<file path="config.mk">
export PLATFORM = sky130hd
export DESIGN_NAME = seq_pattern_tx
export DESIGN_NICKNAME = d
export VERILOG_FILES = /design/src/rtl/seq_pattern_tx.sv
export SDC_FILE = /design/constraint.sdc
export NUM_CORES = 1
export LEC_CHECK = 0
export CAP_MARGIN = 20
export CORE_ASPECT_RATIO = 1.2
export CORE_MARGIN = 3
export CORE_UTILIZATION = 55
export DETAILED_ROUTE_END_ITERATION = 10
export GPL_ROUTABILITY_DRIVEN = 1
export PLACE_DENSITY = 0.83
export SLEW_MARGIN = 20
export SYNTH_ARGS = -nofsm -noshare
export SYNTH_HDL_FRONTEND = slang
export SYNTH_SLANG_ARGS = --single-unit
</file>
<file path="constraint.sdc">
create_clock -name clk -period 4.9 [get_ports clk]
set_input_delay 0.49 -clock clk [delete_from_list [all_inputs] [get_ports clk]]
set_output_delay 0.49 -clock clk [all_outputs]
set_load 0.005 [all_outputs]
</file>
<file path="src/rtl/seq_pattern_tx.sv">
// Serial bit-pattern transmitter: sends a latched pattern MSB-first, one bit per clock,
// repeated rpt+1 times with a single idle bit between frames.
module seq_pattern_tx #(
   parameter int unsigned PAT_W = 8,
   parameter int unsigned LEN_W = 4,
   parameter int unsigned CNT_W = 4
) (
   input  logic             clk,
   input  logic             rst,
   input  logic             start,
   input  logic [PAT_W-1:0] pattern,
   input  logic [LEN_W-1:0] len,
   input  logic [CNT_W-1:0] rpt,
   input  logic             abort,
   output logic             ready,
   output logic             busy,
   output logic             bit_out,
   output logic             bit_valid,
   output logic             frame_start,
   output logic             done,
   output logic             aborted,
   output logic             err
);

   localparam int unsigned IDX_W = (PAT_W > 1) ? $clog2(PAT_W) : 1;

   typedef enum logic [1:0] {
      IDLE  = 2'd0,
      SHIFT = 2'd1,
      GAP   = 2'd2,
      DONE  = 2'd3
   } state_t;

   state_t             state_q, state_n;
   logic [PAT_W-1:0]   pat_q, pat_n;
   logic [LEN_W-1:0]   len_q, len_n;
   logic [CNT_W-1:0]   rpt_q, rpt_n;
   logic [IDX_W-1:0]   idx_q, idx_n;

   logic               ready_n;
   logic               bit_out_n;
   logic               bit_valid_n;
   logic               frame_start_n;
   logic               done_n;
   logic               aborted_n;
   logic               err_n;

   logic               len_ok_c;
   logic [IDX_W-1:0]   first_idx_in_c;
   logic [IDX_W-1:0]   first_idx_q_c;
   logic [IDX_W-1:0]   idx_dec_c;

   // First-bit index for the requested length and for the latched length
   assign len_ok_c       = (len != '0) && (len <= LEN_W'(PAT_W));
   assign first_idx_in_c = IDX_W'(len - LEN_W'(1));
   assign first_idx_q_c  = IDX_W'(len_q - LEN_W'(1));
   assign idx_dec_c      = idx_q - IDX_W'(1);

   // Next-state and next-output logic; outputs describe the cycle after this edge
   always_comb begin
      state_n       = state_q;
      pat_n         = pat_q;
      len_n         = len_q;
      rpt_n         = rpt_q;
      idx_n         = idx_q;
      ready_n       = 1'b0;
      bit_out_n     = 1'b0;
      bit_valid_n   = 1'b0;
      frame_start_n = 1'b0;
      done_n        = 1'b0;
      aborted_n     = 1'b0;
      err_n         = 1'b0;

      case (state_q)
         IDLE: begin
            ready_n = 1'b1;
            // ready is low for one cycle after an abort; start is ignored then
            if (start && ready) begin
               if (len_ok_c) begin
                  pat_n         = pattern;
                  len_n         = len;
                  rpt_n         = rpt;
                  idx_n         = first_idx_in_c;
                  state_n       = SHIFT;
                  ready_n       = 1'b0;
                  bit_valid_n   = 1'b1;
                  frame_start_n = 1'b1;
                  bit_out_n     = pattern[first_idx_in_c];
               end else begin
                  err_n = 1'b1;
               end
            end
         end

         SHIFT: begin
            if (idx_q != '0) begin
               idx_n       = idx_dec_c;
               bit_valid_n = 1'b1;
               bit_out_n   = pat_q[idx_dec_c];
            end else if (rpt_q != '0) begin
               rpt_n   = rpt_q - CNT_W'(1);
               state_n = GAP;
            end else begin
               state_n = DONE;
               done_n  = 1'b1;
            end
         end

         GAP: begin
            state_n       = SHIFT;
            idx_n         = first_idx_q_c;
            bit_valid_n   = 1'b1;
            frame_start_n = 1'b1;
            bit_out_n     = pat_q[first_idx_q_c];
         end

         DONE: begin
            state_n = IDLE;
            ready_n = 1'b1;
         end

         default: begin
            state_n = IDLE;
            ready_n = 1'b1;
         end
      endcase

      // Abort overrides everything, including a done that would otherwise be issued
      if (abort && (state_q != IDLE)) begin
         state_n       = IDLE;
         ready_n       = 1'b0;
         bit_out_n     = 1'b0;
         bit_valid_n   = 1'b0;
         frame_start_n = 1'b0;
         done_n        = 1'b0;
         aborted_n     = 1'b1;
      end
   end

   // State, latched request and registered outputs
   always_ff @(posedge clk) begin
      if (rst) begin
         state_q     <= IDLE;
         pat_q       <= '0;
         len_q       <= '0;
         rpt_q       <= '0;
         idx_q       <= '0;
         ready       <= 1'b1;
         busy        <= 1'b0;
         bit_out     <= 1'b0;
         bit_valid   <= 1'b0;
         frame_start <= 1'b0;
         done        <= 1'b0;
         aborted     <= 1'b0;
         err         <= 1'b0;
      end else begin
         state_q     <= state_n;
         pat_q       <= pat_n;
         len_q       <= len_n;
         rpt_q       <= rpt_n;
         idx_q       <= idx_n;
         ready       <= ready_n;
         busy        <= ~ready_n;
         bit_out     <= bit_out_n;
         bit_valid   <= bit_valid_n;
         frame_start <= frame_start_n;
         done        <= done_n;
         aborted     <= aborted_n;
         err         <= err_n;
      end
   end

endmodule

</file>
== Word level (Yosys, flattened, before mapping) ==
Index checks and enable logic that the tools add are counted.
Operators by class
  reductions and logical operators: 17
  multiplexer cells: 35
  eq/ne operators: 8
  bitwise operators: 4
  $add $sub $neg: 4
  magnitude comparators: 4
Operators with widths (number)
  2-to-1 mux 4 bit: 4
  2-to-1 mux 1 bit: 15
  less-than comparator 3 x 4 -> 1 bit (second input constant): 3
  inequality test 2 bit (second input constant): 5
  binary-select mux 1 bit (select 3 bit): 3
  2-to-1 mux 3 bit: 3
  case mux 3 bit (3 select lines): 1
  subtractor 3 x 1 -> 3 bit (second input constant): 3
  case mux 2 bit (4 select lines): 1
  case mux 4 bit (2 select lines): 1
  nonzero test 4 bit: 2
  2-to-1 mux 2 bit: 3
  case mux 1 bit (3 select lines): 2
  AND reduction 3 bit: 2
  nonzero test 3 bit: 2
  AND reduction 5 bit: 1
  equality test 2 bit (second input constant): 2
  less-or-equal comparator 4 bit (second input constant): 1
  inverter 1 bit: 4
  case mux 1 bit (2 select lines): 2
  AND reduction 4 bit: 1
  nonzero test 2 bit: 2
  OR reduction 4 bit: 1
  subtractor 4 x 1 -> 4 bit (second input constant): 1
  other kinds (5): 7
Storage, ports and cells
  bits in registers: 28
  output and inout bits: 8
  logic and storage cells: 85
  input bits: 20

== Logic depth before layout (Yosys ltp) ==
  word-level depth: 7
  depth in mapped cells: 8
  gate-level depth less buffers: 7

== Worst setup path after synthesis ==
OpenSTA, ideal clock, no wires.
  path type: in2reg
  start: input len[0]
  end: register rpt_q[0]
  required time: 4.799 ns
  path slack: 3.092 ns
  stages: 8
  setup time: 0.101 ns
  arrival: 1.707 ns
  path buffers: 1
  cell sequence: inv_1 ha_1 nor2b_4 xnor2_2 a31o_2 buf_6 a311o_1 o41ai_1
Between the ends
  longest elaborated chain between the ends: 4
  elaborated cells between the ends (all ways): 5
  those cells by class: 1 x order compare; 1 x eq/ne; 3 x reduce/logical
Ends and longest elaborated chain
  start, declared: line 12  | input logic [LEN_W-1:0] len,
  less-or-equal comparator 4 bit / nonzero test 4 bit (equally long branches): line 54  | assign len_ok_c = (len != '0) && (len <= LEN_W'(PAT_W));
  logical AND 1 bit (*): line 54
  inequality test 2 bit (no line) (*)
  AND reduction 5 bit (no line) (*)
  end signal, assigned: line 160  | rpt_q <= rpt_n;
  end, declared: line 37  | logic [CNT_W-1:0] rpt_q, rpt_n;
Mark *: on every way between the ends. The rest lies on a longest branch, timed or not.
A chain may end at the register's enable or synchronous reset.

== Worst setup path after layout ==
  start: input len[0]
  end: register bit_valid
Between the ends
  longest elaborated chain between the ends: 5
  elaborated cells between the ends (all ways): 6
  those cells by class: 1 x order compare; 3 x mux; 2 x reduce/logical
Ends and longest elaborated chain
  less-or-equal comparator 4 bit / nonzero test 4 bit (equally long branches): line 54
  logical AND 1 bit (*): line 54
  2-to-1 mux 1 bit (*): line 79  | if (len_ok_c) begin
  2-to-1 mux 1 bit (*): line 78  | if (start && ready) begin
  case mux 1 bit (3 select lines) (*): line 74  | case (state_q)
  end signal, assigned: line 165  | bit_valid <= bit_valid_n;
  end, declared: line 18  | output logic bit_valid,
Marks and branches as above.

==> summary.md <==
| Metric | Value |
|---|---|
| Area Growth Syn to Fin | `20.1%` |
| Clk sinks | `28` |
| Via count | `1330` |
| Final Hold Viols | `0` |
| Design Power | `0.973 mW` |
| R2R Setup Slk | `about 2.8 ns` |
| Max Fclk | `362 MHz` |
| First-pass iteration count of the detailed router | `5` |
| Cts hold-fix bufs | `0` |
| Async SR Flop Fraction | `0%` |
| Critical path peak fanout | `13` |
| Wl on met1 | `1380 um` |
| Count of different cell masters after synthesis | `37` |
| RSZ-0062 raised after global routing | `false` |
| Die H | `65.4 um` |
| Arrival @ worst endpoint | `3.01 ns` |
| Overall die width | `approximately 55 um` |
| DRC Markers | `0` |
| Largest net degree at the start of global routing | `29` |
| Vias/cell | `5.83` |
| Initial core utilization | `60.3%` |
| WL/cell | `14.6 um` |
| Crit path largest cell delay | `0.65 ns` |
| Critical path, cell by cell | `clkdlybuf4s50_1, inv_1, ha_1, nor2b_4, xnor2_2, nand4_1, nor2b_1, a211oi_1` |
| Io pins | `28` |
| Dpl cells | `224` |
| Die area | `0.00363 mm2` |
| EDFF count, synth | `0` |
| Final Cycle Share | `56.4%` |
| Hold path endpoint | `rpt_q[0]` |
| Slew @ Worst Pin | `about 0.96 ns` |
| Initial DRC count | `46` |
| Synthesized net count | `between 200 and 250` |
| Final Max Tran Viols | `0` |
| CP startpoint kind | `input pin` |
| Synth Instances | `~170` |
| Yosys Warn Count | `0` |
| Setup TNS Final | `0 ns` |
| FP Rows | `20` |
| Clock slew at reported path FFs | `0.14 ns` |
| Highest layer used for signal routing | `met4` |
| Leakage | `0.812 nW` |
| HP Start | `rpt_q[0]` |
| Critical Path End Type | `register` |
| Total Routing Usage GR | `approximately a fifth` |
| Detail Route Antenna Nets | `0` |
| Synth area leaders | `dfxtp_1, mux2i_1, ha_1` |
| Mean Syn Cell Area | `9.45 um2` |
| Met3 routed wirelength | `142 um` |
| Most frequent cells in the layout | `dfxtp_1, clkdlybuf4s50_1, inv_1` |
| Commonest non-fill, non-tap cell in the layout | `dfxtp_1` |
| Status | `completed` |
| Setup CP Type | `in -> reg` |
| Setup Skew | `0.00203 ns` |
| # Max-Cap Violations | `0` |
| Reg-to-reg startpoint | `state_q[1]` |
| # resized after CTS | `0` |
| Setup bufs post-CTS | `0` |
| Synthesized area | `0.00162 mm2` |
| Clk_lat worst skew | `0.32 ns` |
| Synth Flop Type | `dfxtp_1` |
| CTS buffer count | `3` |
| Antenna violations before repair | `0` |
| Clock Path Buffers | `2` |
| CTS H-tree lvls | `1` |
| Sequential fraction of the synthesis area | `34.7%` |
| Met2 WL | `1750 um` |
| Fin cells | `228` |
| CP Data Required Time | `5.15 ns` |
| Final nets | `227` |
| VDD IR max | `roughly 0.00036 V` |
| Post-DP HPWL | `2550 um` |
| FF+latch count, synth | `28` |
| First-pass GRT wire length | `5670 um` |
| R2R depth | `5` |
| Slowest-stage cell, CP | `nand4_1` |
| Core Region | `0.00268 mm2` |
| Cell Pwr Density | `501 mW/mm2` |
| Fillers | `a little under 200` |
| Setup violators final | `0` |
| Type of the tightest min-delay check | `reg -> reg` |
| PortBufs | `27` |
| Area leader, netlist | `dfxtp_1` |
| Gp weighted congestion | `0.804` |
| Hold path depth | `1` |
| Vias in the first global route | `~1400` |
| Final Critical Period | `2.77 ns` |
| Post-synth top area share | `between 30% and 40%` |
| Reg2reg end | `bit_valid` |
| Routed WL | `3320 um` |
| Grt ovf | `0` |
| CTS tree | `built` |
| Antenna diodes | `0` |
| Worst rel slew slack | `35.5%` |
| Root buffer cell | `clkbuf_4` |
| Share of cells above drive strength 1 | `6.67%` |
-- per-layer routing --
metal  track usage, %  up-vias
li1                 -      652
met2             38.0       36
met5                0        -
met4             5.78        0
met1             21.2      636
met3             2.16        6
-- Yosys cell counts (2+ instances only) --
cell type,n
a221oi_1,2
a21oi_1,5
mux2i_1,17
nor2b_1,5
mux4_2,5
a211o_1,2
a31oi_1,2
dfxtp_1,28
o31ai_1,3
o41ai_1,2
nand2b_1,8
nor3_1,6
o21ai_0,2
o22ai_1,2
nor2_1,17
xor2_1,3
nand2_1,6
inv_1,18
ha_1,11
clkbuf_1,4
nand3_1,5
a311o_1,3
-- registers in the layout, indices dropped and copies added, names as in the netlist, 2 cells and up --
| signal | cells |
|---|---|
| len_q | 3 |
| pat_q | 8 |
| rpt_q | 4 |
| idx_q | 3 |
| state_q | 2 |
-- critical path: cells and delay by family --
kind | cells | cell delay, ns
buf+inv | 2 | 0.65
xor+xnor | 1 | 0.20
fa+ha+maj | 1 | 0.23
simple gates | 3 | 1.19
compound gates | 1 | 0.24
-- worst max path at each step --
stage | to | slack [ns] | start
after floorplan | rpt_q[0] | 3.09 | len[0]
after global placement | bit_out | 1.86 | len[0]
after detailed placement | bit_valid | 1.75 | len[0]
after CTS | bit_valid | 2.09 | len[0]
after global routing | bit_valid | 1.86 | len[0]
final | bit_valid | 2.13 | len[0]
-- report_power, final --
group,internal [mW],leakage (nW),switching [mW]
combinational,0.226,0.555,0.267
sequential,0.287,0.229,0.0459
clock,0.0827,0.0279,0.0649
total,0.595,0.812,0.378
-- through the flow --
| stage | setup slack (ns) | util [%] | area, um2 | hold WS (ns) |
|---|---|---|---|---|
| finish | 2.13 | 72.5 | 1940 | 0.501 |
| global route | 1.86 | 72.5 | 1940 | 0.537 |
| CTS | 2.09 | 72.5 | 1940 | 0.498 |
| detailed placement | 1.75 | 70.5 | 1890 | 0.480 |
| global placement | 1.86 | 70.5 | 1890 | 0.458 |
| floorplan | 3.09 | - | 1620 | 0.444 |
-- cells by family after synthesis --
| logic type | Yosys count | synth area share [%] |
|---|---|---|
| multiplexers | 22 | 17.5 |
| flip-flops | 28 | 34.7 |
| XOR/XNOR | 4 | 2.63 |
| buffers and inverters | 25 | 6.58 |
| AO/OA/AOI/OAI | 30 | 14.2 |
| AND/OR/NAND/NOR | 51 | 15.9 |
| adder cells (fa/ha/maj) | 11 | 8.52 |
-- area by class of cell --
class | count | area (um2) | share of cell area [%]
clock buffer | 3 | 22.5 | 1.16
clock inverter | 1 | 30.0 | 1.55
inverter | 18 | 67.6 | 3.48
multi-input combinational | 118 | 948 | 48.9
sequential | 28 | 561 | 28.9
tap | 33 | 41.3 | 2.13
timing repair buffer | 27 | 270 | 13.9
(Power assumes the default switching activity.)
